==> src/rtl/imm_extend_unit.sv <==
// Registered immediate extender: gathers IN_W-bit fragments, then zero/sign/
// high-place extends the concatenation to OUT_W behind a valid/ready output.
module imm_extend_unit #(
  parameter int IN_W  = 8,
  parameter int OUT_W = 16
) (
  input  logic             clk,
  input  logic             rst_n,
  input  logic             in_valid,
  output logic             in_ready,
  input  logic [IN_W-1:0]  in_data,
  input  logic             in_last,
  input  logic [1:0]       mode,
  output logic             out_valid,
  input  logic             out_ready,
  output logic [OUT_W-1:0] out_data,
  output logic             out_ovf,
  output logic             out_err
);

  localparam int MAX_CHUNKS = OUT_W / IN_W;
  localparam int CW = $clog2(MAX_CHUNKS + 2);
  localparam int SW = $clog2(OUT_W + 1);

  typedef enum logic [1:0] {
    S_IDLE,
    S_ACCUM,
    S_HOLD
  } state_t;

  state_t           r_state, w_state_nxt;
  logic [OUT_W-1:0] r_acc, w_acc_nxt;
  logic [CW-1:0]    r_cnt, w_cnt_nxt;
  logic             r_ovf, w_ovf_nxt;
  logic             r_out_valid, w_out_valid_nxt;
  logic [OUT_W-1:0] r_out_data, w_out_data_nxt;
  logic             r_out_ovf, w_out_ovf_nxt;
  logic             r_out_err, w_out_err_nxt;

  logic             w_fire;
  logic             w_full;
  logic [CW-1:0]    w_n;
  logic [OUT_W-1:0] w_v;
  logic [OUT_W-1:0] w_mask;
  logic [OUT_W-1:0] w_zx;
  logic [OUT_W-1:0] w_ext;
  logic             w_sign;
  logic [SW-1:0]    w_sh;

  assign in_ready  = (r_state != S_HOLD) || out_ready;
  assign out_valid = r_out_valid;
  assign out_data  = r_out_data;
  assign out_ovf   = r_out_ovf;
  assign out_err   = r_out_err;

  assign w_fire = in_valid && in_ready;
  assign w_full = r_cnt >= CW'(MAX_CHUNKS);
  assign w_n    = w_full ? CW'(MAX_CHUNKS) : r_cnt + CW'(1);
  assign w_v    = (r_acc << IN_W) | OUT_W'(in_data);
  assign w_zx   = w_v & w_mask;

  // Field width is a whole number of fragments, so decode it per chunk.
  always_comb begin
    w_mask = '0;
    w_sign = 1'b0;
    w_sh   = '0;
    for (int i = 0; i < MAX_CHUNKS; i++) begin
      if (CW'(i) < w_n) w_mask[i*IN_W +: IN_W] = '1;
      if (CW'(i + 1) == w_n) begin
        w_sign = w_v[i*IN_W + IN_W - 1];
        w_sh   = SW'(OUT_W - (i + 1) * IN_W);
      end
    end
  end

  always_comb begin
    w_ext = w_zx;
    unique case (1'b1)
      (mode == 2'b01): w_ext = w_sign ? (w_zx | ~w_mask) : w_zx;
      (mode == 2'b10): w_ext = w_zx << w_sh;
      default:         w_ext = w_zx;
    endcase
  end

  always_comb begin
    w_state_nxt     = r_state;
    w_acc_nxt       = r_acc;
    w_cnt_nxt       = r_cnt;
    w_ovf_nxt       = r_ovf;
    w_out_valid_nxt = r_out_valid;
    w_out_data_nxt  = r_out_data;
    w_out_ovf_nxt   = r_out_ovf;
    w_out_err_nxt   = r_out_err;
    if (r_state == S_HOLD && out_ready) begin
      w_out_valid_nxt = 1'b0;
      w_state_nxt     = S_IDLE;
    end
    if (w_fire) begin
      if (in_last) begin
        w_acc_nxt       = '0;
        w_cnt_nxt       = '0;
        w_ovf_nxt       = 1'b0;
        w_out_valid_nxt = 1'b1;
        w_out_data_nxt  = w_ext;
        w_out_ovf_nxt   = r_ovf | w_full;
        w_out_err_nxt   = (mode == 2'b11);
        w_state_nxt     = S_HOLD;
      end else begin
        w_acc_nxt   = w_v;
        w_cnt_nxt   = (r_cnt > CW'(MAX_CHUNKS)) ? r_cnt
                                                : r_cnt + CW'(1);
        w_ovf_nxt   = r_ovf | w_full;
        w_state_nxt = S_ACCUM;
      end
    end
  end

  always_ff @(posedge clk or negedge rst_n) begin
    if (!rst_n) begin
      r_state     <= S_IDLE;
      r_acc       <= '0;
      r_cnt       <= '0;
      r_ovf       <= 1'b0;
      r_out_valid <= 1'b0;
      r_out_data  <= '0;
      r_out_ovf   <= 1'b0;
      r_out_err   <= 1'b0;
    end else begin
      r_state     <= w_state_nxt;
      r_acc       <= w_acc_nxt;
      r_cnt       <= w_cnt_nxt;
      r_ovf       <= w_ovf_nxt;
      r_out_valid <= w_out_valid_nxt;
      r_out_data  <= w_out_data_nxt;
      r_out_ovf   <= w_out_ovf_nxt;
      r_out_err   <= w_out_err_nxt;
    end
  end

endmodule

==> config.mk <==
export PLATFORM = sky130hd
export DESIGN_NAME = imm_extend_unit
export DESIGN_NICKNAME = d
export VERILOG_FILES = /design/src/rtl/imm_extend_unit.sv
export SDC_FILE = /design/constraint.sdc
export NUM_CORES = 1
export LEC_CHECK = 0
export BUFFER_PORTS_ARGS = -buffer_cell sky130_fd_sc_hd__buf_2
export CORE_UTILIZATION = 58
export CTS_BUF_LIST = sky130_fd_sc_hd__clkbuf_16
export DETAILED_ROUTE_END_ITERATION = 12
export GPL_ROUTABILITY_DRIVEN = 1
export PLACE_DENSITY = 0.84
export SKIP_LAST_GASP = 1
export SLEW_MARGIN = 15
export SYNTH_ARGS = -nofsm -noshare
export SYNTH_HDL_FRONTEND = slang
export SYNTH_SLANG_ARGS = --single-unit
==> constraint.sdc <==
create_clock -name clk -period 4.45 [get_ports clk]
set_clock_uncertainty 0.15 [all_clocks]
set_input_delay 0.89 -clock clk [delete_from_list [all_inputs] [get_ports clk]]
set_output_delay 0.89 -clock clk [all_outputs]
set_load 0.005 [all_outputs]
==> metrics.csv <==
metric,value,unit
layout-drive-gt1-share,30.7,%
synth.net_count,190,
crit_required,3.41,ns
arrival,1.63,ns
slew_headroom,53.4,%
layout_setup_ws,1.78,ns
drt_iter0_drc,41,
fp-row-count,19,
r2r_setup_slack,2.12,ns
clk_pin_slew_worst_paths,0.05,ns
numCtsBuffers,5,
hold_end,out_data[14]$_DFFE_PN0P_,
wl_per_cell,14.0,um
register_area,801,um2
drc,0,
ys_ff_latch,32,
hold_buffers,0,
post-route-min-period,2.67,ns
path_class,input port to output pin,
layout.nets,223,
cp_slowest_cell,or3b_1,
rsz0062_at_grt,false,
cts_root_buf,clkbuf_16,
viasPerCell,5.47,
cp-end-kind,output pin,
setup_viol,0,
finalMaxSlewViolations,0,
min_path_cells,2,
netlist_area,1660,um2
worst-path-buf-inv,2,
grt_max_degree,38,
yosys_warnings,0,
num_vias,1274,
pwr-share-comb,25.5,%
power.share.switching,29.0,%
postLayoutCoreUtil,71.7,%
dp_hpwl,2170,um
ctsResizeCount,0,
hp-start,out_data[14]$_DFFE_PN0P_,
yosysUniqueCellTypes,31,
powerDensity,525,nW/um2
insertion_delay,0.28,ns
postCtsSetupBuffers,0,
routed_wl,3270,um
max-vdd-ir-drop,0.447,mV
max_cap_viol_count,0,
nFillCells,202,
cts-htree-levels,2,
hold_viol,0,
r2r_start,r_cnt[1]$_DFFE_PN0P_,
ant_nets,0,
finalSetupTns,0,ns
min_period_over_period,60.1,%
worst_hold_path_type,flop to flop,
internal_power,0.731,mW
cts_buffer_depth,2,
firstDrtPassIters,6,
dieArea,3080,um2
layout_commonest_cell,nand2_1,
crit_fanout,5,
rr_worst_depth,6,
p_switching,0.298,mW
io_buffers,34,
mostFrequentLayoutCells,"38 x nand2_1, 34 x buf_2, 32 x dfrtp_1",
syn_inst,168,
postSynthAreaPerCell,9.88,um2
cts_tree,built,
status,finished clean,
ios,35,
cp-start-kind,input port,
syn2layout_area_growth,18.1,%
start_util,60.7,%
r2r-end,out_data[12]$_DFFE_PN0P_,
cp_common_cell,buf_2,
path_cells,buf_2 -> or3b_1 -> buf_2,
place_ws,1.77,ns
antenna_found_initial,0,
die-width,55.5,um
grt_pass1_wl,5710,um
diodes,0,
power_frac_seq,37.5,%
grt_pass1_vias,1195,
leakage,0.977,nW
gp_congestion,0.737,
cts_sinks,32,
fp.dieH,55.5,um
p_clk_share,37.0,%
path_depth,3,
slowest_delay,0.46,ns
multi_input_area,759,um2
core,2730,um2
timing.fmax,374,MHz
seq_area_frac_synth,48.3,%
critPathTopFamily,simple AND/OR/NAND/NOR gates,
grt_use_total,24.7,%
worst_slew_pin_slew,0.699,ns
grt_overflow,0,
==> flip-flops by register name (all words and copies together), names as in the netlist <==
| signal | count |
|---|---|
| r_acc | 8 |
| r_state | 2 |
| out_valid | 1 |
| r_cnt | 2 |
| out_ovf | 1 |
| r_ovf | 1 |
| out_err | 1 |
| out_data | 16 |
==> power groups by stage <==
stage                     Sequential (mW)  Clock [mW]  Combinational (mW)
after global routing                0.393       0.396               0.293
after detailed placement            0.390           0               0.260
after floorplan                     0.390           0               0.177
after CTS                           0.385       0.386               0.265
after global placement              0.385           0               0.252
final                               0.385       0.381               0.262
==> how the worst max path moves through the flow <==
| stage | from | to | slack [ns] |
|---|---|---|---|
| 2_1_floorplan | out_ready | in_ready | 2.03 |
| 4_1_cts | out_ready | in_ready | 1.77 |
| 3_5_place_dp | mode[0] | out_data[12]$_DFFE_PN0P_ | 1.77 |
| 6_report | out_ready | in_ready | 1.78 |
| 5_1_grt | out_ready | in_ready | 1.75 |
| 3_3_place_gp | out_ready | in_ready | 1.79 |
==> kinds of logic (layout without fill, tap and decap cells) <==
group           after synthesis  count (layout)  share of synthesized area [%]
buf+inv                      15              49                           5.96
flops                        32              32                           48.3
simple gates                 61              61                           17.2
compound gates               44              44                           17.3
mux                           9               9                           6.03
fa+ha+maj                     7               7                           5.28
==> cells in the mapped netlist (all sizes together) <==
| cell | number | area share, % |
|---|---|---|
| a21o | 1 | 0.45 |
| a21oi | 1 | 0.30 |
| a22o | 1 | 0.53 |
| a22oi | 1 | 0.45 |
| a311oi | 1 | 0.90 |
| a32oi | 1 | 0.53 |
| and2 | 1 | 0.38 |
| buf | 7 | 4.1 |
| clkbuf | 1 | 0.23 |
| dfrtp | 32 | 48 |
| ha | 7 | 5.3 |
| inv | 7 | 1.6 |
| mux2 | 8 | 5.4 |
| mux2i | 1 | 0.60 |
| nand2 | 39 | 9.0 |
| nand2b | 9 | 3.4 |
| nand3 | 2 | 1.4 |
| nand3b | 1 | 0.45 |
| nor2 | 5 | 1.1 |
| nor2b | 1 | 0.38 |
| nor3 | 2 | 0.60 |
| o21a | 1 | 0.45 |
| o21ai | 36 | 13 |
| o31ai | 1 | 0.75 |
| or3b | 1 | 0.53 |
==> layer usage <==
| metal | part of all wire, % | GRT usage [%] | vias to the layer above |
|---|---|---|---|
| met2 | 52 | 38.7 | 34 |
| met1 | 43 | 30.3 | 599 |
| li1 | - | - | 634 |
| met5 | 0 | 0 | - |
| met4 | 2.0 | 11.4 | 0 |
| met3 | 3.3 | 9.13 | 7 |
==> layout make-up <==
| class | count | share of cell area, % |
|---|---|---|
| flip-flops and latches | 32 | 40.9 |
| inverters | 7 | 1.34 |
| repair buffers | 34 | 8.68 |
| clock buffers | 5 | 6.39 |
| well taps | 31 | 1.98 |
| multi-input cells | 121 | 38.8 |
| clock inverters | 3 | 1.98 |
==> stage by stage <==
step / hold WS [ns] / instance area, um2 / std cells / total power, mW
finish: 0.319 / 1960 / 233 / 1.03
global route: 0.340 / 1960 / 233 / 1.08
CTS: 0.321 / 1960 / 233 / 1.04
detailed placement: 0.310 / 1800 / 225 / 0.649
global placement: 0.305 / 1800 / 225 / 0.637
floorplan: 0.296 / 1660 / 168 / 0.567
==> worst reg2reg max path: cells and delay by family, from the launching register on <==
kind,cells,cell delay (ns)
compound gates,3,0.96
fa+ha+maj,1,0.37
buf+inv,1,0.09
flops,1,0.45
simple gates,1,0.23
Power figures use the tool's default switching activity.
